--- src/rtl/dmi_arb_pkg.sv ---
// DMI arbiter shared types.
// FSM states, sticky status codes and requester ids.
package dmi_arb_pkg;

  typedef enum logic [1:0] {
    ST_IDLE,
    ST_REQ,
    ST_RESP
  } state_e;

  typedef enum logic [1:0] {
    STAT_OK     = 2'b00,
    STAT_FAILED = 2'b10,
    STAT_BUSY   = 2'b11
  } stat_e;

  typedef enum logic {
    ID_JTAG = 1'b0,
    ID_SYS  = 1'b1
  } req_id_e;

  // busy outranks failed; failed never hides busy
  function automatic stat_e stat_merge(
    input stat_e cur,
    input stat_e nu
  );
    return (cur == STAT_BUSY) ? STAT_BUSY : nu;
  endfunction

endpackage

--- src/rtl/dmi_arbiter_if.sv ---
// Shared DMI bus between the arbiter (master)
// and the debug module (slave).
interface dmi_arbiter_if #(
  parameter int AWIDTH = 7
);

  logic              dmi_req;
  logic              dmi_we;
  logic [AWIDTH-1:0] dmi_addr;
  logic [31:0]       dmi_wdata;
  logic              dmi_ack;
  logic [31:0]       dmi_rdata;

  modport master (
    output dmi_req,
    output dmi_we,
    output dmi_addr,
    output dmi_wdata,
    input  dmi_ack,
    input  dmi_rdata
  );

  modport slave (
    input  dmi_req,
    input  dmi_we,
    input  dmi_addr,
    input  dmi_wdata,
    output dmi_ack,
    output dmi_rdata
  );

endinterface

--- src/rtl/dmi_rr_arb2.sv ---
// Two-way round-robin grant; the pointer holds the
// last granted id and starts at SYS so JTAG wins first.
module dmi_rr_arb2
  import dmi_arb_pkg::*;
(
  input  logic    clk_i,
  input  logic    rst_ni,
  input  logic    req_j_i,
  input  logic    req_s_i,
  input  logic    upd_i,
  output logic    gnt_o,
  output req_id_e gnt_id_o
);

  req_id_e last_q, last_d;

  always_ff @(posedge clk_i) begin
    if (!rst_ni) last_q <= ID_SYS;
    else         last_q <= last_d;
  end

  always_comb begin
    gnt_o    = req_j_i | req_s_i;
    gnt_id_o = ID_JTAG;
    unique case (1'b1)
      req_j_i && req_s_i:
        gnt_id_o = (last_q == ID_JTAG) ? ID_SYS : ID_JTAG;
      !req_j_i && req_s_i:
        gnt_id_o = ID_SYS;
      default:
        gnt_id_o = ID_JTAG;
    endcase
    last_d = (upd_i && gnt_o) ? gnt_id_o : last_q;
  end

endmodule

--- src/rtl/dmi_arbiter.sv ---
// Arbitrates JTAG DTM and system requests onto one DMI
// bus with timeout and sticky JTAG status.
module dmi_arbiter
  import dmi_arb_pkg::*;
#(
  parameter int         AWIDTH    = 7,
  parameter int         TIMEOUT   = 255,
  parameter logic [2:0] IDLE_HINT = 3'd1
) (
  input  logic              tck,
  input  logic              trst,
  input  logic              j_wr_en,
  input  logic              j_rd_en,
  input  logic [AWIDTH-1:0] j_addr,
  input  logic [31:0]       j_wdata,
  input  logic              j_dmi_reset,
  input  logic              j_dmi_hard_reset,
  output logic [31:0]       j_rd_data,
  output logic [1:0]        j_rd_status,
  output logic [1:0]        dmi_stat,
  output logic [2:0]        idle,
  input  logic              s_req,
  input  logic              s_we,
  input  logic [AWIDTH-1:0] s_addr,
  input  logic [31:0]       s_wdata,
  output logic              s_done,
  output logic [31:0]       s_rdata,
  output logic              s_err,
  dmi_arbiter_if.master     dmi
);

  localparam int CW = $clog2(TIMEOUT + 1);

  state_e            state_q, state_d;
  req_id_e           gnt_q, gnt_d;
  logic [CW-1:0]     cnt_q, cnt_d;
  logic              jp_q, jp_d;
  logic              jwe_q, jwe_d;
  logic [AWIDTH-1:0] jaddr_q, jaddr_d;
  logic [31:0]       jwdata_q, jwdata_d;
  logic              req_q, req_d;
  logic              we_q, we_d;
  logic [AWIDTH-1:0] addr_q, addr_d;
  logic [31:0]       wdata_q, wdata_d;
  logic [31:0]       jrd_q, jrd_d;
  stat_e             stat_q, stat_d;
  logic [31:0]       srd_q, srd_d;
  logic              serr_q, serr_d;

  logic    j_pulse, j_busy, j_take, arb_gnt;
  req_id_e arb_id;

  assign j_pulse = j_wr_en | j_rd_en;
  assign j_busy  = jp_q |
                   (state_q != ST_IDLE && gnt_q == ID_JTAG);
  assign j_take  = j_pulse & ~j_busy & ~j_dmi_hard_reset;

  dmi_rr_arb2 u_rr (
    .clk_i    (tck),
    .rst_ni   (trst),
    .req_j_i  (jp_q | j_take),
    .req_s_i  (s_req),
    .upd_i    (state_q == ST_IDLE && !j_dmi_hard_reset),
    .gnt_o    (arb_gnt),
    .gnt_id_o (arb_id)
  );

  always_ff @(posedge tck) begin
    if (!trst) begin
      state_q  <= ST_IDLE;
      gnt_q    <= ID_JTAG;
      cnt_q    <= '0;
      jp_q     <= 1'b0;
      jwe_q    <= 1'b0;
      jaddr_q  <= '0;
      jwdata_q <= '0;
      req_q    <= 1'b0;
      we_q     <= 1'b0;
      addr_q   <= '0;
      wdata_q  <= '0;
      jrd_q    <= '0;
      stat_q   <= STAT_OK;
      srd_q    <= '0;
      serr_q   <= 1'b0;
    end else begin
      state_q  <= state_d;
      gnt_q    <= gnt_d;
      cnt_q    <= cnt_d;
      jp_q     <= jp_d;
      jwe_q    <= jwe_d;
      jaddr_q  <= jaddr_d;
      jwdata_q <= jwdata_d;
      req_q    <= req_d;
      we_q     <= we_d;
      addr_q   <= addr_d;
      wdata_q  <= wdata_d;
      jrd_q    <= jrd_d;
      stat_q   <= stat_d;
      srd_q    <= srd_d;
      serr_q   <= serr_d;
    end
  end

  always_comb begin
    state_d  = state_q;
    gnt_d    = gnt_q;
    cnt_d    = cnt_q;
    jp_d     = jp_q;
    jwe_d    = jwe_q;
    jaddr_d  = jaddr_q;
    jwdata_d = jwdata_q;
    req_d    = req_q;
    we_d     = we_q;
    addr_d   = addr_q;
    wdata_d  = wdata_q;
    jrd_d    = jrd_q;
    stat_d   = stat_q;
    srd_d    = srd_q;
    serr_d   = serr_q;

    if (j_take) begin
      jp_d     = 1'b1;
      jwe_d    = j_wr_en;
      jaddr_d  = j_addr;
      jwdata_d = j_wdata;
    end
    if (j_pulse && j_busy) stat_d = STAT_BUSY;

    unique case (state_q)
      ST_IDLE: begin
        if (arb_gnt) begin
          state_d = ST_REQ;
          gnt_d   = arb_id;
          cnt_d   = '0;
          req_d   = 1'b1;
          if (arb_id == ID_JTAG) begin
            // a fresh pulse bypasses the slot
            jp_d    = 1'b0;
            we_d    = jp_q ? jwe_q    : j_wr_en;
            addr_d  = jp_q ? jaddr_q  : j_addr;
            wdata_d = jp_q ? jwdata_q : j_wdata;
          end else begin
            we_d    = s_we;
            addr_d  = s_addr;
            wdata_d = s_wdata;
          end
        end
      end
      ST_REQ: begin
        if (dmi.dmi_ack) begin
          req_d   = 1'b0;
          state_d = ST_RESP;
          if (gnt_q == ID_JTAG) begin
            if (!we_q) jrd_d = dmi.dmi_rdata;
          end else begin
            srd_d  = dmi.dmi_rdata;
            serr_d = 1'b0;
          end
        end else if (cnt_q == CW'(TIMEOUT - 1)) begin
          req_d   = 1'b0;
          state_d = ST_RESP;
          if (gnt_q == ID_JTAG) begin
            stat_d = stat_merge(stat_d, STAT_FAILED);
          end else begin
            srd_d  = '0;
            serr_d = 1'b1;
          end
        end else begin
          cnt_d = cnt_q + CW'(1);
        end
      end
      ST_RESP: state_d = ST_IDLE;
      default: state_d = ST_IDLE;
    endcase

    if (j_dmi_reset) stat_d = STAT_OK;
    if (j_dmi_hard_reset) begin
      state_d = ST_IDLE;
      req_d   = 1'b0;
      jp_d    = 1'b0;
      stat_d  = STAT_OK;
    end
  end

  assign dmi.dmi_req   = req_q;
  assign dmi.dmi_we    = we_q;
  assign dmi.dmi_addr  = addr_q;
  assign dmi.dmi_wdata = wdata_q;

  assign j_rd_data   = jrd_q;
  assign j_rd_status = stat_q;
  assign dmi_stat    = stat_q;
  assign idle        = IDLE_HINT;
  assign s_done      = (state_q == ST_RESP) && (gnt_q == ID_SYS);
  assign s_rdata     = srd_q;
  assign s_err       = serr_q;

endmodule
--- src/flat_wrapper.sv ---
// flat-port wrapper written by rule: the top's interface ports become plain ports
module dmi_arbiter_flat import dmi_arb_pkg::*;
#(
  parameter int         AWIDTH    = 7,
  parameter int         TIMEOUT   = 255,
  parameter logic [2:0] IDLE_HINT = 3'd1
)
  (tck, trst, j_wr_en, j_rd_en, j_addr, j_wdata, j_dmi_reset, j_dmi_hard_reset, j_rd_data, j_rd_status, dmi_stat, idle, s_req, s_we, s_addr, s_wdata, s_done, s_rdata, s_err, dmi_dmi_req, dmi_dmi_we, dmi_dmi_addr, dmi_dmi_wdata, dmi_dmi_ack, dmi_dmi_rdata);
  dmi_arbiter_if #(.AWIDTH(AWIDTH)) dmi_i ();
  input  logic tck;
  input  logic trst;
  input  logic j_wr_en;
  input  logic j_rd_en;
  input  logic [AWIDTH-1:0] j_addr;
  input  logic [31:0] j_wdata;
  input  logic j_dmi_reset;
  input  logic j_dmi_hard_reset;
  output logic [31:0] j_rd_data;
  output logic [1:0] j_rd_status;
  output logic [1:0] dmi_stat;
  output logic [2:0] idle;
  input  logic s_req;
  input  logic s_we;
  input  logic [AWIDTH-1:0] s_addr;
  input  logic [31:0] s_wdata;
  output logic s_done;
  output logic [31:0] s_rdata;
  output logic s_err;
  output wire logic [$bits(dmi_i.dmi_req)-1:0] dmi_dmi_req;
  output wire logic [$bits(dmi_i.dmi_we)-1:0] dmi_dmi_we;
  output wire logic [$bits(dmi_i.dmi_addr)-1:0] dmi_dmi_addr;
  output wire logic [$bits(dmi_i.dmi_wdata)-1:0] dmi_dmi_wdata;
  input wire logic [$bits(dmi_i.dmi_ack)-1:0] dmi_dmi_ack;
  input wire logic [$bits(dmi_i.dmi_rdata)-1:0] dmi_dmi_rdata;
  assign dmi_dmi_req = dmi_i.dmi_req;
  assign dmi_dmi_we = dmi_i.dmi_we;
  assign dmi_dmi_addr = dmi_i.dmi_addr;
  assign dmi_dmi_wdata = dmi_i.dmi_wdata;
  assign dmi_i.dmi_ack = dmi_dmi_ack;
  assign dmi_i.dmi_rdata = dmi_dmi_rdata;
  dmi_arbiter #(.AWIDTH(AWIDTH), .TIMEOUT(TIMEOUT), .IDLE_HINT(IDLE_HINT)) u_core (.tck(tck), .trst(trst), .j_wr_en(j_wr_en), .j_rd_en(j_rd_en), .j_addr(j_addr), .j_wdata(j_wdata), .j_dmi_reset(j_dmi_reset), .j_dmi_hard_reset(j_dmi_hard_reset), .j_rd_data(j_rd_data), .j_rd_status(j_rd_status), .dmi_stat(dmi_stat), .idle(idle), .s_req(s_req), .s_we(s_we), .s_addr(s_addr), .s_wdata(s_wdata), .s_done(s_done), .s_rdata(s_rdata), .s_err(s_err), .dmi(dmi_i));
endmodule
--- config.mk ---
export PLATFORM = sky130hd
export DESIGN_NAME = dmi_arbiter_flat
export DESIGN_NICKNAME = d
export VERILOG_FILES = /design/src/rtl/dmi_arb_pkg.sv /design/src/rtl/dmi_arbiter_if.sv /design/src/rtl/dmi_rr_arb2.sv /design/src/rtl/dmi_arbiter.sv /design/src/flat_wrapper.sv
export SDC_FILE = /design/constraint.sdc
export NUM_CORES = 1
export LEC_CHECK = 0
export ABC_AREA = 1
export ABC_CLOCK_PERIOD_IN_PS = 5200
export BUFFER_PORTS_ARGS = -buffer_cell sky130_fd_sc_hd__buf_2
export CAP_MARGIN = 5
export CORE_MARGIN = 4
export CORE_UTILIZATION = 45
export CTS_CLUSTER_SIZE = 8
export DETAILED_ROUTE_END_ITERATION = 8
export PLACE_DENSITY = 0.82
export SKIP_CTS_REPAIR_TIMING = 1
export SLEW_MARGIN = 15
export SYNTH_ARGS = -nofsm -noshare
export SYNTH_HDL_FRONTEND = slang
export SYNTH_HIERARCHICAL = 1
export SYNTH_SLANG_ARGS = --single-unit
--- constraint.sdc ---
create_clock -name tck -period 5.2 [get_ports tck]
set_input_delay 1.04 -clock tck [delete_from_list [all_inputs] [get_ports tck]]
set_output_delay 1.04 -clock tck [all_outputs]
set_load 0.05 [all_outputs]
* Word-level counts from Yosys, hierarchy flattened
Index checks and enable logic that the tools add are counted.
** Cells by class
- Add/sub/neg operators :: 1
- Eq/ne operators :: 8
- Bitwise logic cells :: 11
- Reduce and logical (&&, ||, !) cells :: 21
- Mux-type cells :: 38
** Operator list (number)
- $mux W32 :: 6
- $mux W8 :: 3
- $mux W2 :: 8
- $pmux W8 S2 :: 1
- $mux W1 :: 15
- $mux W7 :: 2
- $add A8 B1 Y8 const B :: 1
- $eq A8 B8 Y1 const B :: 1
- $reduce_and A4 Y1 :: 2
- $logic_and A1 B1 Y1 :: 7
- $reduce_and A3 Y1 :: 2
- $reduce_bool A2 Y1 :: 3
- $not A1 Y1 :: 5
- $eq A2 B2 Y1 const B :: 2
- $ne A2 B2 Y1 const B :: 2
- $or A1 B1 Y1 :: 4
- $pmux W1 S2 :: 2
- $pmux W2 S2 :: 1
- $reduce_and A2 Y1 :: 2
- $ne A3 B2 Y1 const B :: 1
- $reduce_or A3 Y1 :: 1
- $and A1 B1 Y1 :: 2
- $eq A2 B1 Y1 const B :: 1
- $logic_not A1 Y1 :: 2
- 3 further kinds :: 3
** Storage, ports and cells
- Flip-flop bits (word level) :: 161
- Output and inout bits :: 114
- Bits of input ports :: 119

* Depth between registers and ports, before layout
Gate-level depths: netlist of the first run.
- Depth in word-level cells :: 13
- Depth in mapped cells :: 13
- Gate-level depth less buffers :: 13

* Modules after synthesis
The synthesis of the first run kept the hierarchy.
** Modules (own cells, without submodules)
- dmi_arbiter :: area an instance 6641.4 sq um, sequential area each 3203.1 sq um, times used 1, cells each 907
- dmi_rr_arb2 :: area an instance 56.3 sq um, sequential area each 20.0 sq um, times used 1, cells each 8

* Worst setup path after synthesis of the first run
OpenSTA, ideal clock, no wires.
- Kind :: register -> output
- Start point :: reg u_core.gnt_q
- End point :: out s_done
- Stages on the path, launching flop included :: 3
- Path buffers :: 0
- Slack :: 2.638 ns
- Arrival :: 1.522 ns
- Cell sequence :: dfxtp_1 > inv_2 > nor3_1
** Between the ends
- Word-level cells in the longest chain between the ends :: 1
** RTL lines
- from (decl) :: RTL line dmi_arbiter.sv:35 : req_id_e gnt_q, gnt_d;
- from (signal assigned) :: RTL line dmi_arbiter.sv:87 : gnt_q <= gnt_d;
- $logic_and A1 B1 Y1 :: RTL line dmi_arbiter.sv:194 : assign s_done = (state_q == ST_RESP) && (gnt_q == ID_SYS);
- to (decl) :: RTL line flat_wrapper.sv:26 : output logic s_done;
No other way between the ends.

* Worst setup path in the final report of the first run
- Start point :: in j_wr_en
- End point :: reg u_core.addr_q[6] (netlist: u_core/dmi.dmi_addr[6])
** Between the ends
- Elaborated cells on any way between the ends :: 11
** RTL lines
- from (decl) :: RTL line flat_wrapper.sv:12 : input logic j_wr_en;
- $or A1 B1 Y1 :: RTL line dmi_arbiter.sv:53 : assign j_pulse = j_wr_en | j_rd_en;
- $and A1 B1 Y1 (2 in a row) :: RTL line dmi_arbiter.sv:56 : assign j_take = j_pulse & ~j_busy & ~j_dmi_hard_reset;
- $or A1 B1 Y1 :: RTL line dmi_arbiter.sv:61 : .req_j_i (jp_q | j_take),
- $or A1 B1 Y1 :: RTL line dmi_rr_arb2.sv:23 : gnt_o = req_j_i | req_s_i;
- net u_core.arb_gnt :: RTL line dmi_arbiter.sv:50 : logic j_pulse, j_busy, j_take, arb_gnt;
- $reduce_and A2 Y1 (no source line)
- to (signal assigned) :: RTL line dmi_arbiter.sv:95 : addr_q <= addr_d;
- to (decl) :: RTL line dmi_arbiter.sv:43 : logic [AWIDTH-1:0] addr_q, addr_d;
The timed path passes the listed nets, and every way through them passes these cells.
A chain may end at the register's enable or synchronous reset.

==> results of run 1 <==
## registers in the layout, indices dropped and copies added (netlist names)
name                  count
u_core/s_err              1
u_core/dmi.dmi_req        1
u_core/s_rdata           32
u_core/jwe_q              1
u_core/dmi.dmi_addr       7
u_core/dmi.dmi_wdata     32
u_core/jaddr_q            7
u_core/cnt_q              8
u_core/jwdata_q          32
u_core/j_rd_data         32
u_core/u_rr/last_q        1
u_core/jp_q               1
u_core/dmi.dmi_we         1
u_core/gnt_q              1
u_core/dmi_stat           2
u_core/state_q            2
## power groups by stage
stage               combinational, mW  clock (mW)  sequential [mW]
floorplan                       0.268           0             1.56
detailed placement              0.603           0             1.39
global placement                0.596           0             1.39
CTS                             0.607        1.37             1.36
finish                          0.608        1.35             1.36
global route                    0.662        1.44             1.37
## kinds of logic (layout without fill, tap and decap cells)
family	Yosys count	count (layout)	synth area share
other	2	4	0.00112
AOI/OAI and AO/OA	222	222	0.182
buffers and inverters	144	346	0.0975
adders and majority gates	2	2	0.00374
xor gates and xnor gates	2	2	0.00262
and+or+nand+nor	382	382	0.232
DFF	161	161	0.481
## through the flow
stage	std cells	setup slack (ns)	power, mW	cell area (sq um)
floorplan	916	2.64	1.83	6700
global placement	1269	1.50	1.98	7760
detailed placement	1269	1.43	1.99	7760
CTS	1301	1.85	3.34	8400
global route	1302	1.57	3.47	8420
finish	1303	1.81	3.32	8420
## worst min-delay path: stages (launching register included)
cell,delay [ns]
dfxtp_1,0.29
inv_1,0.05
a21oi_1,0.05
## cell type report
type | instances | share of cell area
clock inverters | 12 | 0.0212
repair buffers | 233 | 0.141
flip-flops and latches | 161 | 0.383
diodes | 1 | 0.000297
well taps | 184 | 0.0273
inverters | 81 | 0.0361
multi-input cells | 611 | 0.336
clock buffers | 20 | 0.0554
## synthesized netlist by cell type
library cell  count
nand2_1         243
dfxtp_1         161
nor2_1           91
a21oi_1          81
o21ai_0          80
inv_1            75
nand3_1          31
o211ai_1         26
clkbuf_1         24
a31oi_1          21
buf_2            18
buf_4            10
o21ai_1           9
buf_6             7
inv_2             5
buf_1             4
nor3_1            4
nand3_2           3
conb_1            2
ha_1              2
nor2_2            2
nor2_4            2
o21ai_2           2
xor2_1            2
a211oi_1          1
a21boi_0          1
a21oi_2           1
clkinv_1          1
nand2_2           1
nand3_4           1
nand4_1           1
nor3_4            1
or2_1             1
or2_2             1
## layer usage
| layer | vias to the layer above | routed length, microns | part of all wire | GRT usage |
|---|---|---|---|---|
| li1 | 3323 | - | - | - |
| met1 | 2947 | 7860 | 0.42 | 0.270 |
| met2 | 288 | 8770 | 0.47 | 0.353 |
| met3 | 25 | 1710 | 0.092 | 0.0712 |
| met4 | 2 | 326 | 0.017 | 0.0758 |
| met5 | - | 12 | 0.00064 | 0 |
## how the worst max path moves through the flow
stage / endpoint / slack [ns] / cells after the start
finish: u_core/dmi.dmi_addr[6] / 1.81 / 12
global route: u_core/dmi.dmi_addr[6] / 1.57 / 12
CTS: u_core/dmi.dmi_addr[6] / 1.85 / 12
detailed placement: u_core/dmi.dmi_wdata[3] / 1.43 / 12
global placement: u_core/dmi.dmi_wdata[17] / 1.50 / 12
floorplan: s_done / 2.64 / 2
==> metrics.txt, run 1 <==
Worst Clk Skew 0.00871 ns; CP cell instances buf_2 -> nor2_1 -> nor2_1 -> a21oi_1 -> inv_1 -> or2_1 -> nand3_4 -> nor2_4 -> o211ai_1 -> nand3_1 -> nand2_1 -> inv_1; Fill cells 1335; Yosys warnings 6; Worst R2R Start u_core/state_q[0]; Peak supply drop 315 uV; worst hold slack 0.447 ns; Max stage delay on crit path 0.99 ns; global-route wire length before repair 29300 microns; crit path launch type primary input; sequential element share of the synthesized area 0.481; Tcrit/Tclk final 0.652; Cell Area, Synth ~0.0067 sq mm; core area 0.0145 sq mm; clock sinks 161; RSZ-0062 raised after global routing false; Crit-path slowest cell nor2_4; top cells by area, synth dfxtp_1 48%, nand2_1 14%, a21oi_1 6.1%; root buf cell clkbuf_16; critical path class in -> reg; status complete, no violations; Final Setup Violations 0; HP Start u_core/jwdata_q[8]; hold path endpoint u_core/jwdata_q[8]; CP top delay family simple AND/OR/NAND/NOR gates; Via density 5.05; Combinational Power Share 0.183; worst hold path class reg -> reg; CP Capture Type flop; routed len/inst 14.3 microns; Mapped Cells 915; flops & latches, synth 161; Area growth, synth to finish 25.7%; CP arrival ~3.8 ns; drc violations 0; CP Launch Point j_wr_en; Max Cap Viol 0; Final TNS setup 0 ns; DR iter-0 viols 466; most frequent cells in the layout 243 x nand2_1, 229 x buf_2, 160 x dfxtp_1; TritonCTS clock tree yes; commonest non-fill, non-tap cell in the layout nand2_1; Boundary Pins 233; Worst R2R Path Depth 12; Vias 6585; Static Leakage 3.85 nW; routability cong. a little under 0.9; Chip Height 130 microns; Overflow after GRT 0; CTS H-tree depth 4; Relative slew margins 0.197; Yosys cell types 34; worst slew pin tran 1.20 ns; fmax slightly below 0.3 GHz; Num CTS Buffers 17; sw power between 0.9 and 1 mW; Longest Clk Path Bufs 2; max-slew violation count 0; reg2reg end u_core/dmi.dmi_addr[6]; final net count 1226; clk_lat worst skew around 0.42 ns; switch share 0.299; Final min period 3.39 ns; Antenna Violating Nets Remaining 0; Sequential Area 0.00322 sq mm; Post-Route Utilization 0.579; antenna violations before repair 2; internal power 2.33 mW; share of cells above drive strength 1 0.256; row cnt 44; Pre-Repair DR Iteration Count 4; r2r setup slk about 2.1 ns; final hold viol count 0; HPWL Detailed approximately 12000 microns; Multi-input gate area 0.00283 sq mm; GRT Total Usage 0.217; largest net degree at the start of global routing 93; worst path bufs/invs 3; Die X 130 microns; vias in the first global route 6045; Seq pwr share 0.411; share of total power in the clock network 0.406; I/O Buffers 229; register clock-pin slew on the reported worst setup and hold paths 0.06 ns; DRT Wirelength 18700 microns; area share of the largest cell type after synthesis 0.481; most area-hungry cell type in the Yosys netlist dfxtp_1; Die Area 0.0169 sq mm; Initial Utilization 0.461; Worst Path Required 5.56 ns; Worst Path Max Fanout 45; Pwr per Cell Area 394 mW/mm^2; Syn Area/Cell 7.32 sq um; worst hold stages 2
No activity file was read; power rests on OpenSTA's default activity.
==> run 2: changes to the inputs <==
--- a/config.mk
+++ b/config.mk
@@ -6,7 +6,7 @@
 export NUM_CORES = 1
 export LEC_CHECK = 0
 export ABC_AREA = 1
-export ABC_CLOCK_PERIOD_IN_PS = 5200
+export ABC_CLOCK_PERIOD_IN_PS = 3300
 export BUFFER_PORTS_ARGS = -buffer_cell sky130_fd_sc_hd__buf_2
 export CAP_MARGIN = 5
 export CORE_MARGIN = 4
==> constraint.sdc (replaced) <==
create_clock -name tck -period 3.3 [get_ports tck]
set_input_delay 0.66 -clock tck [delete_from_list [all_inputs] [get_ports tck]]
set_output_delay 0.66 -clock tck [all_outputs]
set_load 0.05 [all_outputs]
==> run 2 against run 1 <==
Net effect:
- clock skew barely moved
- die area did not move
- clock-buffer cell count fell by 3
- largest power group unchanged
==> metrics.txt, run 2 (synthesis gave the netlist of run 1 again) <==
antenna violations before repair 3; r2r setup slk 0.85 ns; final cell count without fillers 1310; Static Leakage 3.87 nW; Initial Utilization 0.461; reg2reg end u_core/dmi.dmi_wdata[0]; hold path endpoint u_core/jwdata_q[21]; root buf cell clkbuf_16; Via density 5.10; Relative slew margins 0.338; Antenna Violating Nets Remaining 0; Num CTS Buffers 17; Tcrit/Tclk final 0.743; Multi-input gate area roughly 0.0028 sq mm; final net count 1232; register clock-pin slew on the reported worst setup and hold paths 0.06 ns; worst hold stages 2; Worst Path Max Fanout 42; worst slew pin tran 0.991 ns; TritonCTS clock tree yes; crit path launch type flop; Pre-Repair DR Iteration Count 5; vias in the first global route roughly 6100; dpl cell area ~0.0078 sq mm; CP top delay family simple AND/OR/NAND/NOR gates; post-route cell area between 0.008 and 0.009 sq mm; power after layout 5.19 mW; most frequent cells in the layout 243 x nand2_1, 229 x buf_2, 160 x dfxtp_1; worst hold path class reg -> reg; Max Cap Viol 0; Pwr per Cell Area 614 mW/mm^2; Crit-path slowest cell nor2_4; Worst R2R Path Depth 12; final critical-path setup slack 0.849 ns; Longest Clk Path Bufs 2; Post-Route Utilization 0.582; I/O Buffers 229; Boundary Pins between 200 and 250; CP arrival roughly 2.8 ns; dpl ws roughly 0.50 ns; wire length on met3 around 1600 microns; commonest non-fill, non-tap cell in the layout nand2_1; DRT Wirelength 18600 microns; CP Depth 12; Max Used Layer met5; Chip Height 130 microns; WL met2 8710 microns; HPWL Detailed 12600 microns; critical path class reg -> reg; clk_lat worst skew ~0.43 ns; M1 WL 7830 microns; CP cell instances inv_2 -> nand2_1 -> nand2_2 -> a21oi_1 -> inv_1 -> or2_1 -> nand3_4 -> nor2_4 -> o211ai_1 -> nand3_1 -> nand2_1 -> inv_1; drc violations 0; Area growth, synth to finish 26.2%; core area 0.0145 sq mm; largest net degree at the start of global routing 93; Peak supply drop 480 uV; worst path bufs/invs 3; Final min period 2.45 ns; Die X 130 microns; fmax 0.408 GHz; Die Area 0.0169 sq mm; max-slew violation count 0; Fill cells ~1300; Final Setup Violations 0; clock sinks 161; Worst R2R Start u_core/state_q[0]; Vias around 6700; status complete, no violations; GRT Total Usage 0.216; RSZ-0062 raised after global routing false; routed len/inst 14.2 microns; CP Capture Type flop; global-route wire length before repair 29200 microns; worst hold slack 0.451 ns; Overflow after GRT 0; DR iter-0 viols 456; HP Start u_core/jwdata_q[21]; row cnt 44; Worst Path Required 3.67 ns; CTS H-tree depth 4; Worst Clk Skew 0.00872 ns; Final TNS setup 0 ns; Sequential Area 0.00322 sq mm; Inst Count DP 1276; Max stage delay on crit path 0.75 ns; final hold viol count 0; routability cong. 0.849; share of cells above drive strength 1 0.260
[run 2: cell types whose count changed in the layout (fill, tap and decap cells not counted)]
cell,previous run,this run
clkinv_4,1,3
clkinv_8,0,1
clkinv_2,2,0
buf_8,1,0
diode_2,1,2
buf_12,0,1
buf_4,3,9
clkinvlp_4,3,2
inv_6,2,6
clkbuf_8,3,0
bufinv_16,4,3
[run 2: worst reg2reg max path, stage by stage (launching register included)]
cell and delay, ns:
dfxtp_1 0.36, inv_2 0.14, nand2_1 0.09, nand2_2 0.09, a21oi_1 0.08, inv_1 0.10
or2_1 0.17, nand3_4 0.10, nor2_4 0.75, o211ai_1 0.23, nand3_1 0.14, nand2_1 0.06
inv_1 0.08
[run 2: worst max-delay path by stage]
stage                            from                       end  slack (ns)
global route        u_core/state_q[1]   u_core/dmi.dmi_wdata[0]        0.61
finish              u_core/state_q[0]   u_core/dmi.dmi_wdata[0]        0.85
detailed placement            j_wr_en   u_core/dmi.dmi_wdata[7]        0.50
floorplan                u_core/gnt_q                    s_done        1.12
global placement              j_wr_en   u_core/dmi.dmi_wdata[7]        0.58
CTS                 u_core/state_q[0]  u_core/dmi.dmi_wdata[15]        0.84
[run 2: power by group]
group	leakage, nW	internal, mW	switching, mW
logic	2.26	0.264	0.702
clock network	0.299	1.21	0.862
registers	1.32	2.08	0.0633
total	3.87	3.56	1.63
[run 2: metal layers]
layer  global-route usage  vias to the layer above
met1                0.262                     3032
met2                0.355                      280
met3               0.0688                       31
met4               0.0874                        2
li1                     -                     3341
met5                    0                        -
[run 2: final cells by class]
class,count,share of cell area
flip-flops and latches,161,0.381
multi-input cells,611,0.335
repair buffers,239,0.146
clock buffers,17,0.0503
inverters,81,0.0360
well taps,184,0.0272
clock inverters,15,0.0237
diodes,2,0.000592
==> run 3: changes to the inputs <==
--- a/config.mk
+++ b/config.mk
@@ -6,14 +6,14 @@
 export NUM_CORES = 1
 export LEC_CHECK = 0
 export ABC_AREA = 1
-export ABC_CLOCK_PERIOD_IN_PS = 3300
+export ABC_CLOCK_PERIOD_IN_PS = 2000
 export BUFFER_PORTS_ARGS = -buffer_cell sky130_fd_sc_hd__buf_2
 export CAP_MARGIN = 5
 export CORE_MARGIN = 4
 export CORE_UTILIZATION = 45
 export CTS_CLUSTER_SIZE = 8
 export DETAILED_ROUTE_END_ITERATION = 8
-export PLACE_DENSITY = 0.82
+export PLACE_DENSITY = 0.85
 export SKIP_CTS_REPAIR_TIMING = 1
 export SLEW_MARGIN = 15
 export SYNTH_ARGS = -nofsm -noshare
==> constraint.sdc (replaced) <==
create_clock -name tck -period 2 [get_ports tck]
set_input_delay 0.4 -clock tck [delete_from_list [all_inputs] [get_ports tck]]
set_output_delay 0.4 -clock tck [all_outputs]
set_load 0.05 [all_outputs]
==> run 3 against run 2 <==
Net effect:
- clock power increased by 55%
- non-clock buffer count increased by 33
- highest routed layer unchanged
- final cell count increased by 2.7%
- routed wire length increased by 6.4%
- global-route usage increased by 0.28 points
- register-to-register slack got worse by 0.72 ns
==> metrics.txt, run 3 (synthesis gave the netlist of run 1 again) <==
status complete, no violations; critical path class reg -> out; Fill cells about 1300; Worst R2R Path Depth 14; Pre-Repair DR Iteration Count 5; clock sinks 161; final cell count without fillers 1346; Worst Path Max Fanout 4; worst path bufs/invs 3; CP arrival 1.51 ns; Die X around 130 microns; dpl cell area 0.00809 sq mm; Overflow after GRT 0; Sequential Area 0.00323 sq mm; routed len/inst approximately 15 microns; Inst Count DP 1300; fmax 0.525 GHz; most frequent cells in the layout 241 x nand2_1, 229 x buf_2, 158 x dfxtp_1; Multi-input gate area 0.00289 sq mm; Max stage delay on crit path 0.35 ns; worst hold slack 0.240 ns; power after layout 8.61 mW; Relative slew margins 0.617; Initial Utilization 0.461; Chip Height around 130 microns; drc violations 0; Via density 5.21; Num CTS Buffers 17; post-route cell area approximately 0.009 sq mm; vias in the first global route 6332; antenna violations before repair 3; CTS H-tree depth 4; Peak supply drop 694 uV; Final Setup Violations 0; Max Cap Viol 0; CP cell instances inv_2 -> buf_4 -> nor3_1 -> buf_2; HPWL Detailed roughly 13000 microns; DR iter-0 viols 369; commonest non-fill, non-tap cell in the layout nand2_1; Pwr per Cell Area 971 mW/mm^2; share of cells above drive strength 1 0.291; row cnt 44; largest net degree at the start of global routing 64; global-route wire length before repair 29900 microns; worst slew pin tran 0.574 ns; Worst Clk Skew 0.00763 ns; clk_lat worst skew 0.42 ns; Final TNS setup 0 ns; GRT Total Usage 0.219; Post-Route Utilization 0.610; max-slew violation count 0; RSZ-0062 raised after global routing false; CP top delay family buffers and inverters; Longest Clk Path Bufs 2; Static Leakage 4.07 nW; Antenna Violating Nets Remaining 0; Boundary Pins around 230; register clock-pin slew on the reported worst setup and hold paths 0.06 ns; final hold viol count 0; Crit-path slowest cell dfxtp_1; dpl ws -0.546 ns; CP Capture Type output port; final critical-path setup slack 0.0941 ns; routability cong. 0.825; Tcrit/Tclk final 0.953; worst hold path class in -> reg; final net count 1268; DRT Wirelength 19800 microns; I/O Buffers 229; core area 0.0145 sq mm; Worst Path Required 1.60 ns; worst hold stages 4; CP Depth 4; root buf cell clkbuf_16; Area growth, synth to finish 32.4%; Vias roughly 7000; Die Area 0.0169 sq mm; TritonCTS clock tree yes; Final min period 1.91 ns; crit path launch type flop
-- run 3: cell types whose count changed in the layout (fill, tap and decap cells not counted), sizes merged --
cell and delta:
nor2 +3, bufinv -1, clkbuf +1, clkinv +3
clkinvlp +2, inv -4, buf +32
-- run 3: area by class of cell --
type,count,area share
diodes,2,0.000565
clock buffers,17,0.0480
clock inverters,15,0.0181
inverters,81,0.0343
multi-input cells,614,0.325
flip-flops and latches,161,0.364
well taps,184,0.0260
repair buffers,272,0.184
-- run 3: where the power goes --
group	switching [mW]	total [mW]	internal, mW
combinational	1.25	1.84	0.587
clock	1.38	3.23	1.85
sequential	0.109	3.55	3.44
total	2.73	8.61	5.87
-- run 3: routing by layer --
layer / GRT usage / routed length (microns) / vias to the layer above
met5: 0 / 7 / -
met4: 0.0880 / 456 / 2
met3: 0.0622 / 1890 / 37
met2: 0.368 / 9370 / 341
met1: 0.264 / 8060 / 3219
li1: - / - / 3412
-- run 3: tightest hold or removal path, cell delays in order --
cell,delay [ns]
buf_2,0.08
nor2_1,0.03
inv_1,0.06
nor2_1,0.04
-- run 3: path summary, 6_finish.rpt --
kind	from	to	slack, ns
min	j_dmi_reset	u_core/dmi_stat[1]	0.24
max	u_core/gnt_q	s_done	0.09
min reg2reg	u_core/jwdata_q[11]	u_core/jwdata_q[11]	0.45
max reg2reg	u_core/state_q[1]	u_core/dmi.dmi_addr[6]	0.13
